==> src/rtl/rate_div_pkg.sv <==
// rate_div_pkg: shared constants and types for the multi-rate divider
package rate_div_pkg;
  localparam int CNT_W_DEF = 26;
  localparam int DIV_1HZ = 49_999_999;
  localparam int DIV_SCAN = 49_999;
  typedef enum logic {MODE_TOGGLE, MODE_PULSE} mode_e;
  typedef enum logic {CFG_IDLE, CFG_PENDING} cfg_state_e;
endpackage

==> src/rtl/rate_div_channel.sv <==
// rate_div_channel: one programmable counter producing tick and toggle/pulse output
module rate_div_channel import rate_div_pkg::*; #(
  parameter int CNT_W = CNT_W_DEF,
  parameter logic [CNT_W-1:0] DIV_RESET = CNT_W'(DIV_1HZ)
) (
  input  logic             masterclk,
  input  logic             rst_n,
  input  logic             en,
  input  logic             mode,
  input  logic             restart,
  input  logic             load,
  input  logic [CNT_W-1:0] load_val,
  output logic             term,
  output logic             tick,
  output logic             clk_out
);
  logic [CNT_W-1:0] cnt, div_reg;
  logic mode_r;
  // >= so a shrunk divisor below the running count still ends the period once
  assign term = en && (cnt >= div_reg);
  always_ff @(posedge masterclk) begin
    if (!rst_n) begin
      cnt <= '0;
      div_reg <= DIV_RESET;
      tick <= 1'b0;
      clk_out <= 1'b0;
      mode_r <= MODE_TOGGLE;
    end else begin
      if (load) div_reg <= load_val;
      if (restart || !en) begin
        cnt <= '0;
        tick <= 1'b0;
        clk_out <= 1'b0;
        mode_r <= mode;
      end else if (term) begin
        cnt <= '0;
        tick <= 1'b1;
        clk_out <= (mode == MODE_PULSE) ? 1'b1 : ~clk_out;
        mode_r <= mode;
      end else begin
        cnt <= cnt + 1'b1;
        tick <= 1'b0;
        clk_out <= (mode_r == MODE_PULSE) ? 1'b0 : clk_out;
      end
    end
  end
endmodule

==> src/rtl/multi_rate_divider.sv <==
// multi_rate_divider: NUM_CH programmable dividers sharing one valid/ready divisor update port
module multi_rate_divider import rate_div_pkg::*; #(
  parameter int NUM_CH = 2,
  parameter int CNT_W = CNT_W_DEF,
  parameter logic [CNT_W-1:0] DIV_RESET = CNT_W'(DIV_1HZ),
  localparam int CH_W = (NUM_CH > 1) ? $clog2(NUM_CH) : 1
) (
  input  logic              masterclk,
  input  logic              rst_n,
  input  logic              sync_restart,
  input  logic [NUM_CH-1:0] ch_en,
  input  logic [NUM_CH-1:0] ch_mode,
  input  logic              cfg_valid,
  input  logic [CH_W-1:0]   cfg_ch,
  input  logic [CNT_W-1:0]  cfg_div,
  output logic              cfg_ready,
  output logic [NUM_CH-1:0] tick,
  output logic [NUM_CH-1:0] clk_out
);
  cfg_state_e state, state_n;
  logic [CH_W-1:0] sh_ch;
  logic [CNT_W-1:0] sh_div;
  logic [NUM_CH-1:0] sel, term, load;
  logic accept, apply, ch_ok;
  assign ch_ok = {1'b0, cfg_ch} < (CH_W+1)'(NUM_CH);
  always_ff @(posedge masterclk) begin
    if (!rst_n) begin
      state <= CFG_IDLE;
      cfg_ready <= 1'b1;
      sh_ch <= '0;
      sh_div <= '0;
    end else begin
      state <= state_n;
      cfg_ready <= (state_n == CFG_IDLE);
      if (accept && ch_ok) begin
        sh_ch <= cfg_ch;
        sh_div <= cfg_div;
      end
    end
  end
  // restart takes the cycle, so a request arriving with it waits
  always_comb begin
    accept = cfg_valid && cfg_ready && !sync_restart;
    apply = sync_restart || !(|(ch_en & sel)) || |(term & sel);
    state_n = (state == CFG_IDLE) ? ((accept && ch_ok) ? CFG_PENDING : CFG_IDLE)
                                  : (apply ? CFG_IDLE : CFG_PENDING);
    load = (state == CFG_PENDING && apply) ? sel : '0;
  end
  for (genvar i = 0; i < NUM_CH; i++) begin : g_ch
    assign sel[i] = (sh_ch == CH_W'(i));
    rate_div_channel #(.CNT_W(CNT_W), .DIV_RESET(DIV_RESET)) u_ch (
      .masterclk(masterclk),
      .rst_n(rst_n),
      .en(ch_en[i]),
      .mode(ch_mode[i]),
      .restart(sync_restart),
      .load(load[i]),
      .load_val(sh_div),
      .term(term[i]),
      .tick(tick[i]),
      .clk_out(clk_out[i])
    );
  end
endmodule

==> config.mk <==
export PLATFORM = sky130hd
export DESIGN_NAME = multi_rate_divider
export DESIGN_NICKNAME = d
export VERILOG_FILES = /design/src/rtl/rate_div_pkg.sv /design/src/rtl/rate_div_channel.sv /design/src/rtl/multi_rate_divider.sv
export SDC_FILE = /design/constraint.sdc
export NUM_CORES = 1
export LEC_CHECK = 0
export CAP_MARGIN = 20
export CORE_ASPECT_RATIO = 0.9
export CORE_MARGIN = 2
export CORE_UTILIZATION = 40
export CTS_CLUSTER_SIZE = 10
export DETAILED_ROUTE_END_ITERATION = 7
export GPL_ROUTABILITY_DRIVEN = 0
export PLACE_DENSITY_LB_ADDON = 0.08
export SLEW_MARGIN = 20
export SYNTH_ARGS = -nofsm -noshare
export SYNTH_HDL_FRONTEND = slang
export SYNTH_HIERARCHICAL = 1
export SYNTH_SLANG_ARGS = --single-unit
==> constraint.sdc <==
create_clock -name masterclk -period 6 [get_ports masterclk]
set_input_delay 1.5 -clock masterclk [delete_from_list [all_inputs] [get_ports masterclk]]
set_output_delay 1.5 -clock masterclk [all_outputs]
set_load 0.01 [all_outputs]
==> impl_metrics.tcl <==
set metrics [dict create \
    postRouteAntennaNets 0 \
    synth_top_cell_by_area "dfxtp_1" \
    worstSetupPathType "reg -> reg" \
    ys_top_cells_by_count "139 x dfxtp_1, 123 x nand2_1, 61 x inv_1, 61 x nor2_1, 54 x ha_1" \
    cts_tree "done" \
    holdBufCountCts 0 \
    synth_edf_count 0 \
    cts.clk_slew.worst_paths_ns 0.06 \
    setup_viol 0 \
    start_kind "flip-flop" \
    rr_startpoint "g_ch[0].u_ch/cnt[17]$_SDFF_PP0_" \
    cts_repair_resize_count 0 \
    fin_setup_tns_ns 0 \
    drc_errors 0 \
    regToRegSetupSlack_ns 2.57 \
    diodes 0 \
    overflow 0 \
    tightest_slew_ns 0.978 \
    fin_ws_ns 2.57 \
    post-place-ws_ns 2.33 \
    synthArstFlopShare_pct 0 \
    dieHeight_um 128 \
    worstSetupStartpoint "g_ch[0].u_ch/cnt[17]$_SDFF_PP0_" \
    numCtsBuffers 17 \
    die_w_um 142 \
    yosysSeqAreaShare_pct 40.7 \
    start_util_pct 40.8 \
    grtUsageMet1_pct 22.2 \
    cp-endpoint "g_ch[1].u_ch/div_reg[0]$_SDFFE_PN1P_" \
    synth.most_common_cell "dfxtp_1" \
    nets 879 \
    slew_violations 0 \
    synth_compound_area_share_pct 13.8 \
    rows 45 \
    synth.avg_cell_area_um2 9.03 \
    first_pass_iters 4 \
    rsz0062_at_grt "false" \
    syn_inst 757 \
    dp_hpwl_um 10800 \
    status "finished clean" \
    arrival_ns 3.70 \
    static-leakage-power_nw 3.20 \
    initialDrtViolationCount 138 \
    grt_pass1_vias 5099 \
    timing.rr.end "g_ch[1].u_ch/div_reg[0]$_SDFFE_PN1P_" \
    clock_latency_ns 0.42 \
    grt_max_degree 85 \
    cts_sinks 139 \
    antenna_found_initial 0 \
    synth.area.top_cells "dfxtp_1 41%, ha_1 9.9%, nand2_1 6.8%" \
    min_from "g_ch[0].u_ch/mode_r$_SDFFE_PN0P_" \
    busiest_layer "met2" \
    wl_per_cell_um 14.7 \
    cts_root_buffer "clkbuf_16" \
    synth_xor_area_share_pct 6.15 \
    grtUsageMet2_pct 28.3 \
    yosysWarningCount 6 \
    boundaryPins 40 \
    synth.net_count 846 \
    max_freq_mhz 291 \
    dieArea_um2 18200 \
    slew_headroom_pct 34.8 \
    vias 5160 \
    ys.flop_type "dfxtp_1" \
    synth_fa_ha_area_share_pct 9.88 \
    viasPerCell 5.09 \
    synth.distinct_cells 45 \
    dpl-instance-area_um2 7340 \
    routed_wl_um 14900 \
    cp_max_fo 43 \
    synth.top_cell.area_share_pct 40.7 \
    io_buffers 39 \
    use_met3_pct 4.63 \
    power_density_nw_per_um2 267 \
    area_growth_pct 16.3 \
    htree_levels 4 \
    synth_area_um2 6840 \
    max-vdd-ir-drop_mv 0.197 \
    skew_ns 0.00760 \
    worstSetupEndpointType "flip-flop" \
    synth.area.mux_share_pct 3.22 \
    grt_pass1_wl_um 25000 \
    hold_violations 0 \
    period_minus_slack_ns 3.43 \
    synth-simple-area-share_pct 20.3 \
    drive_above_1_share_pct 8.84 \
    period_share_pct 57.2 \
    maxCapViolCount 0 \
    reg2regPathDepth 12 \
    whs_ns 0.473 \
    clock_path_buffers 2 \
    hp-class "reg -> reg" \
    core-area_um2 16800 \
    required_ns 6.27 \
    final_area_um2 7950 \
    grt_usage_pct 17.4 \
    synth-seq-cells 139 \
    postCtsSetupBuffers 0 \
    synth_top_family_by_area "simple AND/OR/NAND/NOR gates" \
]
## where the power goes
group / internal, mW / total (mW) / switching (mW)
clock network: 0.673 / 1.06 / 0.389
registers: 0.942 / 0.955 / 0.0125
logic: 0.0496 / 0.105 / 0.0556
## stage by stage
stage	util, %	total power, mW	instances
floorplan	-	1.04	757
global placement	43.7	1.08	981
detailed placement	43.7	1.08	981
CTS	47.3	2.15	1013
global route	47.4	2.21	1014
finish	47.4	2.12	1014
## critical path, cell delays in order (launching register included)
cell and delay (ns):
dfxtp_1 0.42, ha_1 0.30, a21oi_1 0.16, o21ai_0 0.13, a22o_1 0.29, a211oi_1 0.61
nor2b_1 0.12, nor4b_2 0.40, a31oi_1 0.13, and3_1 0.21, buf_4 0.27, mux2i_1 0.19
nand2_1 0.06
## how the worst min path moves through the flow
stage                                        to  cells past startpoint
2_1_floorplan  g_ch[0].u_ch/mode_r$_SDFFE_PN0P_                      2
3_3_place_gp   g_ch[1].u_ch/mode_r$_SDFFE_PN0P_                      2
3_5_place_dp   g_ch[0].u_ch/mode_r$_SDFFE_PN0P_                      2
4_1_cts        g_ch[0].u_ch/mode_r$_SDFFE_PN0P_                      2
5_1_grt        g_ch[1].u_ch/mode_r$_SDFFE_PN0P_                      2
6_report       g_ch[0].u_ch/mode_r$_SDFFE_PN0P_                      2
## cell type report
cell class | count | area (µm²)
clock buffer | 21 | 460
clock inverter | 11 | 144
fill | 1608 | 8820
inverter | 61 | 229
multi-input combinational | 528 | 3650
sequential | 139 | 2780
tap | 211 | 264
timing repair buffer | 43 | 419
## layout by cell type (no fill, tap or decap), drive strengths merged, types with 2 or more instances in the layout
cell type | netlist | final
a21o | 2 | 2
o21ai | 8 | 8
nand2 | 123 | 123
o21a | 6 | 6
nand4 | 21 | 21
a22o | 2 | 2
o211ai | 34 | 34
nand3 | 21 | 21
bufinv | 0 | 3
buf | 12 | 5
or3 | 2 | 2
nor2b | 18 | 18
nor4 | 4 | 4
nor2 | 61 | 61
o211a | 2 | 2
nand2b | 3 | 3
a2111o | 2 | 2
and4 | 6 | 6
o221ai | 2 | 2
a21oi | 26 | 26
a21boi | 27 | 27
and3 | 11 | 11
a211oi | 4 | 4
clkbuf | 17 | 21
or4 | 2 | 2
ha | 54 | 54
dfxtp | 139 | 139
clkinvlp | 0 | 4
xor2 | 35 | 35
o2111ai | 2 | 2
clkdlybuf4s50 | 0 | 38
xnor2 | 13 | 13
nor3 | 6 | 6
clkinv | 0 | 4
inv | 61 | 61
o21bai | 2 | 2
mux2i | 22 | 22
## cell families (layout without fill, tap and decap cells)
logic type | count (synthesis) | in the layout
AO/OA/AOI/OAI | 122 | 122
flip-flops | 139 | 139
AND/OR/NAND/NOR | 282 | 282
multiplexers | 22 | 22
adder cells (fa/ha/maj) | 54 | 54
buffers and inverters | 90 | 136
XOR/XNOR | 48 | 48
## per-layer routing
| metal | vias up | part of all wire (%) |
|---|---|---|
| met4 | 0 | 1.7 |
| met2 | 81 | 46 |
| met1 | 2412 | 49 |
| li1 | 2647 | - |
| met5 | - | 0 |
| met3 | 20 | 3.3 |
Note: power is estimated with default switching activity, not from simulation.
